**src/rtl/vecunit_pkg.sv**
```systemverilog
// Shared definitions for the vector FP-add sequencer: FSM encoding and lane result layout.
// Latency: n/a (types, constants and a helper function only).
// Backpressure: n/a.
package vecunit_pkg;

   // Sequencer FSM states
   typedef enum logic [1:0] {
      IDLE  = 2'd0,
      ISSUE = 2'd1,
      DRAIN = 2'd2,
      FIN   = 2'd3
   } seq_state_t;

   // Lane result word layout: {valid, mask, data[31:0]}
   localparam int RES_VALID = 33;
   localparam int RES_MASK  = 32;
   localparam int DATA_W    = 32;
   localparam int RES_W     = 34;

   typedef struct packed {
      logic              vld;
      logic              mask;
      logic [DATA_W-1:0] dat;
   } res_t;

   // The lane reports Inf/NaN as a masked-off result carrying all-zero data.
   function automatic logic is_exc(input res_t r);
      return r.vld && !r.mask && (r.dat == '0);
   endfunction

endpackage

```
**src/rtl/vfadd_credit_cnt.sv**
```systemverilog
// Outstanding-element counter: issued minus returned lane operations.
// Latency: count updates one cycle after inc/dec; simultaneous inc and dec leave it unchanged.
// Backpressure: none; the caller only decrements when the count is non-zero.
//
// Ports:
//   clk, rst   clock and synchronous active-high reset
//   clr        clear to zero (new command)
//   inc, dec   one element issued / one element returned
//   cnt        current outstanding count
module vfadd_credit_cnt #(
   parameter int CW = 3
) (
   input  logic          clk,
   input  logic          rst,
   input  logic          clr,
   input  logic          inc,
   input  logic          dec,
   output logic [CW-1:0] cnt
);

   always_ff @(posedge clk) begin
      if (rst || clr) begin
         cnt <= '0;
      end else if (inc && !dec) begin
         cnt <= cnt + CW'(1);
      end else if (dec && !inc) begin
         cnt <= cnt - CW'(1);
      end
   end

endmodule

```
**src/rtl/vfadd_sequencer.sv**
```systemverilog
// Vector FP-add sequencer: issues vl element ops to a fixed-latency adder lane and writes results back.
// Latency: first issue 1 cycle after start; each result written 1 cycle after it arrives; done 1 cycle after last consume.
// Backpressure: iss_stall holds issue for that cycle; results cannot be back-pressured and are consumed as they arrive.
//
// Ports:
//   clk, rst                 clock, synchronous active-high reset
//   start, vl, op_sub        command strobe, element count (saturated to MAX_VL), subtract select
//   busy, done               command in flight / one-cycle completion pulse
//   iss_valid/idx/sub        element issue to the lane; iss_stall blocks issue
//   res                      lane result {valid, mask, data}, in order
//   wr_en/idx/data           register-file write port
//   exc_flag, exc_cnt        only with VFADD_SEQ_EXC_FLAG_EN: count of Inf/NaN results
module vfadd_sequencer
   import vecunit_pkg::*;
#(
   parameter int MAX_VL = 32,
   parameter int LAT    = 3,
   parameter int IW     = $clog2(MAX_VL)
) (
   input  logic              clk,
   input  logic              rst,
   input  logic              start,
   input  logic [IW:0]       vl,
   input  logic              op_sub,
   output logic              busy,
   output logic              done,
   output logic              iss_valid,
   output logic [IW-1:0]     iss_idx,
   output logic              iss_sub,
   input  logic              iss_stall,
   input  logic [RES_W-1:0]  res,
   output logic              wr_en,
   output logic [IW-1:0]     wr_idx,
   output logic [DATA_W-1:0] wr_data
`ifdef VFADD_SEQ_EXC_FLAG_EN
   ,
   output logic              exc_flag,
   output logic [IW:0]       exc_cnt
`endif
);

   localparam int          CW      = $clog2(LAT + 1) + 1;
   localparam logic [IW:0] VL_MAX  = (IW + 1)'(MAX_VL);
   localparam logic [IW:0] VL_ONE  = (IW + 1)'(1);

   seq_state_t    state_q, state_d;
   logic [IW:0]   vl_q;
   logic          sub_q;
   logic [IW:0]   iss_cnt_q;
   logic [IW:0]   wr_cnt_q;
   logic          last_cons_q;
   logic [CW-1:0] outst_cnt;

   res_t          res_s;
   logic [IW:0]   vl_sat;
   logic [IW:0]   vl_last;
   logic          start_acc;
   logic          issue;
   logic          last_issue;
   logic          accept;

   assign res_s     = res_t'(res);
   assign vl_sat    = (vl > VL_MAX) ? VL_MAX : vl;
   assign vl_last   = vl_q - VL_ONE;
   assign start_acc = start && (state_q == IDLE);

   // Issue is also bounded by the latched length so the counter can never run past vl.
   assign issue      = (state_q == ISSUE) && !iss_stall && (iss_cnt_q != vl_q);
   assign last_issue = issue && (iss_cnt_q == vl_last);

   // A result with nothing outstanding (e.g. after an abort) is a protocol error and is dropped.
   assign accept = res_s.vld && (outst_cnt != '0) && (wr_cnt_q != vl_q);

   vfadd_credit_cnt #(
      .CW (CW)
   ) u_credit (
      .clk (clk),
      .rst (rst),
      .clr (start_acc),
      .inc (issue),
      .dec (accept),
      .cnt (outst_cnt)
   );

   // Next state and command-level outputs
   always_comb begin
      state_d   = state_q;
      busy      = 1'b0;
      done      = 1'b0;
      iss_valid = 1'b0;
      iss_idx   = '0;
      iss_sub   = 1'b0;

      unique case (state_q)
         IDLE: begin
            if (start) begin
               state_d = (vl == '0) ? FIN : ISSUE;
            end
         end
         ISSUE: begin
            busy      = 1'b1;
            iss_valid = issue;
            iss_idx   = iss_cnt_q[IW-1:0];
            iss_sub   = sub_q;
            if (last_issue) begin
               state_d = DRAIN;
            end
         end
         DRAIN: begin
            busy = 1'b1;
            // last_cons_q rises in the cycle the final write is presented,
            // so done lands one cycle after that write.
            if (last_cons_q) begin
               state_d = FIN;
            end
         end
         FIN: begin
            busy    = 1'b1;
            done    = 1'b1;
            state_d = IDLE;
         end
         default: begin
            state_d = IDLE;
         end
      endcase

      // Hold every command output low while reset is asserted.
      if (rst) begin
         busy      = 1'b0;
         done      = 1'b0;
         iss_valid = 1'b0;
         iss_idx   = '0;
         iss_sub   = 1'b0;
      end
   end

   always_ff @(posedge clk) begin
      state_q <= (rst) ? IDLE : state_d;
   end

   // Command latch, issue/write counters and the registered write port
   always_ff @(posedge clk) begin
      if (rst) begin
         vl_q        <= '0;
         sub_q       <= 1'b0;
         iss_cnt_q   <= '0;
         wr_cnt_q    <= '0;
         last_cons_q <= 1'b0;
         wr_en       <= 1'b0;
         wr_idx      <= '0;
         wr_data     <= '0;
      end else begin
         if (start_acc) begin
            vl_q        <= vl_sat;
            sub_q       <= op_sub;
            iss_cnt_q   <= '0;
            wr_cnt_q    <= '0;
            last_cons_q <= 1'b0;
         end else begin
            if (issue) begin
               iss_cnt_q <= iss_cnt_q + VL_ONE;
            end
            if (accept) begin
               wr_cnt_q <= wr_cnt_q + VL_ONE;
            end
            last_cons_q <= accept && (wr_cnt_q == vl_last);
         end

         // Masked-off results advance the write counter but never strobe the register file.
         wr_en <= accept && res_s.mask;
         if (accept && res_s.mask) begin
            wr_idx  <= wr_cnt_q[IW-1:0];
            wr_data <= res_s.dat;
         end
      end
   end

`ifdef VFADD_SEQ_EXC_FLAG_EN
   logic [IW:0] exc_cnt_q;

   // Counts accepted Inf/NaN results; cleared by the next command, held after done.
   always_ff @(posedge clk) begin
      if (rst) begin
         exc_cnt_q <= '0;
      end else if (start_acc) begin
         exc_cnt_q <= '0;
      end else if (accept && is_exc(res_s)) begin
         exc_cnt_q <= exc_cnt_q + VL_ONE;
      end
   end

   assign exc_cnt  = exc_cnt_q;
   assign exc_flag = (exc_cnt_q != '0);
`endif

endmodule

```
**config.mk**
```make
export PLATFORM = sky130hd
export DESIGN_NAME = vfadd_sequencer
export DESIGN_NICKNAME = d
export VERILOG_FILES = /design/src/rtl/vecunit_pkg.sv /design/src/rtl/vfadd_credit_cnt.sv /design/src/rtl/vfadd_sequencer.sv
export SDC_FILE = /design/constraint.sdc
export NUM_CORES = 1
export LEC_CHECK = 0
export CORE_MARGIN = 1
export CORE_UTILIZATION = 50
export CTS_CLUSTER_DIAMETER = 100
export DETAILED_ROUTE_END_ITERATION = 16
export PLACE_DENSITY = 0.85
export REMOVE_ABC_BUFFERS = 1
export SYNTH_ARGS = -nofsm -noshare
export SYNTH_HDL_FRONTEND = slang
export SYNTH_SLANG_ARGS = --single-unit
```
**constraint.sdc**
```tcl
create_clock -name clk -period 4.1 [get_ports clk]
set_input_delay 0.615 -clock clk [delete_from_list [all_inputs] [get_ports clk]]
set_output_delay 0.615 -clock clk [all_outputs]
set_load 0.05 [all_outputs]
```
==> results of run 1 <==
sequential cells by signal, summed over array words and instances, names as in the netlist:
signal,flops
iss_cnt_q,6
last_cons_q,1
state_q,2
sub_q,1
u_credit.cnt,3
vl_q,6
wr_cnt_q,6
wr_data,32
wr_en,1
wr_idx,5
critical path, cell delays in order:
cell	delay [ns]
clkdlybuf4s50_1	0.41
nor2b_1	0.33
o21a_1	0.29
nor2b_1	0.15
clkdlybuf4s50_1	0.81
final cells by class:
class	instances	area (µm²)	area share
flip-flops and latches	63	1261	0.3065
repair buffers	93	920.9	0.2238
inverters	9	33.78	0.008209
clock inverters	5	33.78	0.008209
multi-input cells	224	1634	0.3971
well taps	72	90.09	0.02189
clock buffers	11	141.4	0.03436
path summary, 6_finish.rpt:
path / endpoint / slack [ns] / depth (start not counted)
hold / removal: sub_q$_SDFFE_PP0P_ / 0.46 / 2
setup reg to reg: u_credit.cnt[2]$_SDFFE_PP0P_ / 1.14 / 10
setup / recovery: iss_valid / 0.87 / 5
hold reg to reg: sub_q$_SDFFE_PP0P_ / 0.46 / 2
layout by cell type, fill, tap and decap left out, types with 2 or more instances in the layout:
master	n
clkbuf_8	10
xor2_1	14
o2111ai_1	4
mux2i_1	39
nand3_1	3
inv_1	8
clkinv_2	2
ha_1	9
o21ai_0	2
a211oi_1	6
and2_1	9
clkdlybuf4s50_1	90
a21oi_1	11
nor2b_1	5
nor2_1	59
o31ai_1	2
o211ai_1	3
dfxtp_1	63
nor3b_1	5
nand2_1	10
buf_4	2
xnor2_1	17
clkinvlp_4	2
or3_1	2
nor3b_2	2
per-layer routing:
layer / up-vias / part of all wire / GRT usage
li1: 1234 / - / -
met1: 1156 / 0.42 / 0.2577
met2: 84 / 0.48 / 0.3855
met3: 8 / 0.082 / 0.08800
met4: 0 / 0.012 / 0.1018
met5: - / 0 / 0
metrics by stage:
| stage | hold WS [ns] | utilization |
|---|---|---|
| floorplan | 0.4257 | - |
| CTS | 0.4625 | 0.7294 |
| finish | 0.4632 | 0.7294 |
| global route | 0.4973 | 0.7294 |
| detailed placement | 0.4525 | 0.6984 |
| global placement | 0.4398 | 0.6984 |
power groups by stage:
stage | logic [µW] | registers [µW] | clock network (µW)
finish | 466 | 679 | 473
global route | 507 | 684 | 510
CTS | 466 | 679 | 483
detailed placement | 461 | 692 | 0
global placement | 444 | 690 | 0
floorplan | 297 | 708 | 0
synth_stat cells (all sizes together), types with 2 or more instances:
| library cell | n |
|---|---|
| or4 | 2 |
| nand2 | 10 |
| nand3 | 3 |
| o31ai | 2 |
| xnor2 | 17 |
| o2111ai | 4 |
| or3 | 2 |
| a21oi | 12 |
| inv | 9 |
| dfxtp | 63 |
| nor2 | 59 |
| ha | 9 |
| mux2i | 39 |
| xor2 | 15 |
| nor4 | 2 |
| nor2b | 5 |
| o211ai | 3 |
| clkbuf | 9 |
| o21ai | 2 |
| nor3 | 2 |
| and2 | 10 |
| nor3b | 7 |
| buf | 7 |
| a211oi | 6 |
logic make-up (layout without fill, tap and decap cells):
group | after synthesis | in the layout
compound gates | 35 | 35
buf+inv | 25 | 118
mux | 39 | 39
flops | 63 | 63
simple gates | 106 | 106
fa+ha+maj | 10 | 10
xor+xnor | 34 | 34
==> impl_metrics.yaml, run 1 <==
run_status:
  status: "completed"
die:
  rows: 27
  coreArea_um2: 5642
  die_w_um: 79.61
  start_util: 0.5338
  chipHeight_um: 79.61
  ios: 92
  dieArea_um2: 6338
layout:
  nFillCells: 394
  area_delta_synth_final_pct: 36.64
  final_cell_count_no_fill: 477
  diodes: 0
  layout-drive-gt1-share: 0.06914
  nets: 455
  finish.instance_area_um2: 4115
logic_synthesis:
  yosysTopAreaCell: "dfxtp_1"
  yosys.area_share.simple: 0.1757
  synthAdderAreaFrac: 0.04404
  synth_enable_flop_cells: 0
  synth-seq-cells: 63
  synth_compound_area_frac: 0.07977
  yosys_most_used_dff: "dfxtp_1"
  postSynthAreaPerCell_um2: 9.653
  synth.area.top_cells: "dfxtp_1 (42%), mux2i_1 (13%), nor2_1 (7.4%), xnor2_1 (4.9%), xor2_1 (4.1%)"
  synth_top_area_frac: 0.4188
  ys_seq_area_frac: 0.4188
  yosysWarnings: 0
  yosys-mux-area-fraction: 0.1296
  synth_top_family_by_area: "simple AND/OR/NAND/NOR gates"
  ys_types: 47
  synth_area_um2: 3012
  synth_xor_area_frac: 0.1109
  synthCells: 312
  synthArstFlopShare: 0
pwr:
  powerDensity_nw_per_um2: 393.2
  leakage_uw: 0.001462
  design_power_total_uw: 1618
  p_int_uw: 1076
  swShare: 0.3348
  peakVddDrop_uv: 277.5
  clock_power_share: 0.292
  p_switching_uw: 541.8
  seq_power_share: 0.420
  p_comb_frac: 0.288
sta:
  finalSetupViolations: 0
  min_period_ns: 3.229
  maxSlewViolCount: 0
  clock_skew_ns: 0.009901
  relSlewSlack: 0.5953
  hold_viol: 0
  setup_tns_ns: 0
  fin_crit_sh: 0.7876
  worst_slack_ns: 0.8710
  rsz0062_at_grt: "false"
  max_freq_ghz: 0.3097
  tightestPinTransition_ns: 0.6070
cts:
  htreeDepth: 3
  cts_hold_buf: 0
  cts_tree: "done"
  cts_buffers: 9
  cts_root_buf: "clkbuf_8"
  clk_latency_ns: 0.34
  post-cts-setup-buffer-count: 0
  path_clk_slew_ns: 0.07
  clkSinkCount: 63
  clock_path_buffers: 2
  cts_resized: 0
grt:
  grt_max_degree: 39
  grt_pass1_vias: 2489
  grt_pass1_wl_mm: 11.17
  grt_util_all_layers: 0.2302
  grt.overflow.total: 0
  antenna_found_initial: 0
worst_hold_path:
  hold_path_class: "reg -> reg"
  min_from: "sub_q$_SDFFE_PP0P_"
setup_path:
  worstSetupPathType: "in -> out"
  worstPathArrival_ns: 2.61
  cp-end-kind: "output pin"
  cp.required_ns: 3.48
  startpoint: "iss_stall"
  cp_max_fo: 6
  r2r_start: "vl_q[3]$_SDFFE_PP0P_"
  crit_path_start_kind: "input port"
place:
  dpl_cell_area_um2: 3940
  hpwl_mm: 4.998
  io_buffer_count: 91
  place_ws_ns: 0.8876
  place_congestion: 0.7779
  placedCellCount: 461
detailed_routing:
  wire_per_inst_um: 14.54
  drt-pass1-iter-count: 4
  drc: 0
  drt_iter0_drc: 75
  viasPerCell: 5.203
  antenna_left: 0
  wl_mm: 6.935
  num_vias: 2482
run:
  max_cap_violations: 0
Power figures use the tool's default switching activity.
==> run 2: changes to the inputs <==
Settings changed: CORE_UTILIZATION 50 to 42, PLACE_DENSITY 0.85 to 0.76.
Clock period 4.1 ns to 2.8 ns, I/O delays scaled along.
==> run 2 against run 1 <==
Against the previous run: register-to-register slack worse by 0.88 ns; flip-flop and latch count stayed put; largest cell class unchanged; sequential share of layout area is 0.92 points lower; cell count is 6.1% higher; combinational power is 52% higher; clock power is 78% higher; via count is 0.60% lower; routed wire length is 1.7% lower; sequential power is 46% higher; final area is 3.1% higher.
==> impl_metrics.yaml, run 2 (synthesis gave the netlist of run 1 again) <==
sta:
  fin_hold_ws_ns: 0.3440
  finalSetupViolations: 0
  max_freq_ghz: 0.3933
  relSlewSlack: 0.6447
  clock_skew_ns: 0.004640
  tightestPinTransition_ns: 0.5312
  setup_tns_ns: 0
  min_period_ns: 2.542
  fin_crit_sh: 0.9080
  rsz0062_at_grt: "false"
  maxSlewViolCount: 0
  hold_viol: 0
place:
  io_buffer_count: 91
  place_congestion: 0.7992
  hpwl_mm: 4.951
  dpl_cell_area_um2: 4020
  placedCellCount: 490
grt:
  antenna_found_initial: 0
  grt_util_all_layers: 0.1927
  grt_pass1_vias: 2419
  grt_max_degree: 47
  grt_pass1_wl_mm: 11.21
  grt.overflow.total: 0
die:
  start_util: 0.4384
  coreArea_um2: 6869
  rows: 30
  dieArea_um2: 7513
  chipHeight_um: 86.68
  die_w_um: 86.68
  ios: 92
cts:
  clock_path_buffers: 2
  cts_root_buf: "clkbuf_8"
  cts_tree: "done"
  clk_latency_ns: 0.33
  clkSinkCount: 63
  htreeDepth: 3
  path_clk_slew_ns: 0.07
  cts_buffers: 9
run:
  max_cap_violations: 0
setup_path:
  cpPeakStageDelay_ns: 0.48
  crit_chain: "xor2_2 -> nor4_2 -> a21oi_1 -> inv_2 -> ha_1 -> inv_1 -> fa_1 -> xor2_1 -> or3_1 -> a21oi_1"
  crit_path_start_kind: "register"
  worstSetupPathType: "reg -> reg"
  cp_max_fo: 5
  worstPathArrival_ns: 2.81
  critical_path.top_delay_family: "simple AND/OR/NAND/NOR gates"
  critPathMostFrequentCell: "a21oi_1"
  cp.required_ns: 3.07
  cp-end-kind: "register"
  slowest_stage: "dfxtp_1"
  startpoint: "vl_q[3]$_SDFFE_PP0P_"
  r2r_start: "vl_q[3]$_SDFFE_PP0P_"
  cp_num_buf_inv: 2
layout:
  layout_common_cells: "clkdlybuf4s50_1 (83), dfxtp_1 (63), nor2_1 (59), mux2i_1 (39), xnor2_1 (17)"
  nets: 460
  final_common_cell: "clkdlybuf4s50_1"
  largest_reg_flops: 32
  final_cell_count_no_fill: 506
  layout-drive-gt1-share: 0.09512
  diodes: 0
  finish.instance_area_um2: 4243
  largest_register: "wr_data"
  area_delta_synth_final_pct: 40.88
  fin_util: 0.6177
detailed_routing:
  drt-pass1-iter-count: 4
  wl_mm: 6.817
  drc: 0
  wire_per_inst_um: 13.47
  drt_iter0_drc: 102
  viasPerCell: 4.875
  num_vias: 2467
  antenna_left: 0
pwr:
  peakVddDrop_uv: 304.2
  powerDensity_nw_per_um2: 598.7
  leakage_uw: 0.001555
worst_hold_path:
  min_from: "rst"
  hold_path_class: "in -> reg"
run_status:
  status: "completed"
-- run 2: path summary, 6_finish.rpt --
| path | to | slack (ns) | cells past startpoint |
|---|---|---|---|
| max | u_credit.cnt[2]$_SDFFE_PP0P_ | 0.26 | 10 |
| min | sub_q$_SDFFE_PP0P_ | 0.34 | 2 |
| max reg2reg | u_credit.cnt[2]$_SDFFE_PP0P_ | 0.26 | 10 |
| min reg2reg | sub_q$_SDFFE_PP0P_ | 0.46 | 2 |
-- run 2: final cells by class --
cell class / instances / area, µm²
clock buffer: 12 / 165.2
clock inverter: 4 / 52.55
fill: 595 / 2626
inverter: 9 / 33.78
multi-input combinational: 224 / 1634
sequential: 63 / 1261
tap: 96 / 120.1
timing repair buffer: 98 / 975.9
-- run 2: metrics by stage --
| step | power [µW] | worst slack [ns] |
|---|---|---|
| 2_1_floorplan | 1472 | 0.001603 |
| 3_3_place_gp | 1704 | 0.2988 |
| 3_5_place_dp | 1718 | 0.2402 |
| 4_1_cts | 2565 | 0.1120 |
| 5_1_grt | 2679 | 0.08850 |
| 6_report | 2540 | 0.2576 |
-- run 2: repair_timing --
item | in CTS | in global routing
hold buffers | 0 | 0
buffers inserted | 0 | 0
endpoints found under the setup margin | 0 | 2
endpoints found under the hold margin | 0 | 0
resized for setup | 0 | 2
-- run 2: power breakdown --
group | leakage [µW] | total (µW) | switching [µW] | internal (µW)
Clock | 0.000101 | 841 | 358 | 484
Sequential | 0.000509 | 988 | 47.9 | 940
Combinational | 0.000946 | 710 | 392 | 318
-- run 2: layer usage --
| metal | GRT usage | wire length, µm | vias to the layer above |
|---|---|---|---|
| li1 | - | - | 1244 |
| met1 | 0.2249 | 2994 | 1138 |
| met2 | 0.3066 | 3079 | 77 |
| met3 | 0.1010 | 670 | 8 |
| met4 | 0.05909 | 72 | 0 |
| met5 | 0 | 0 | - |
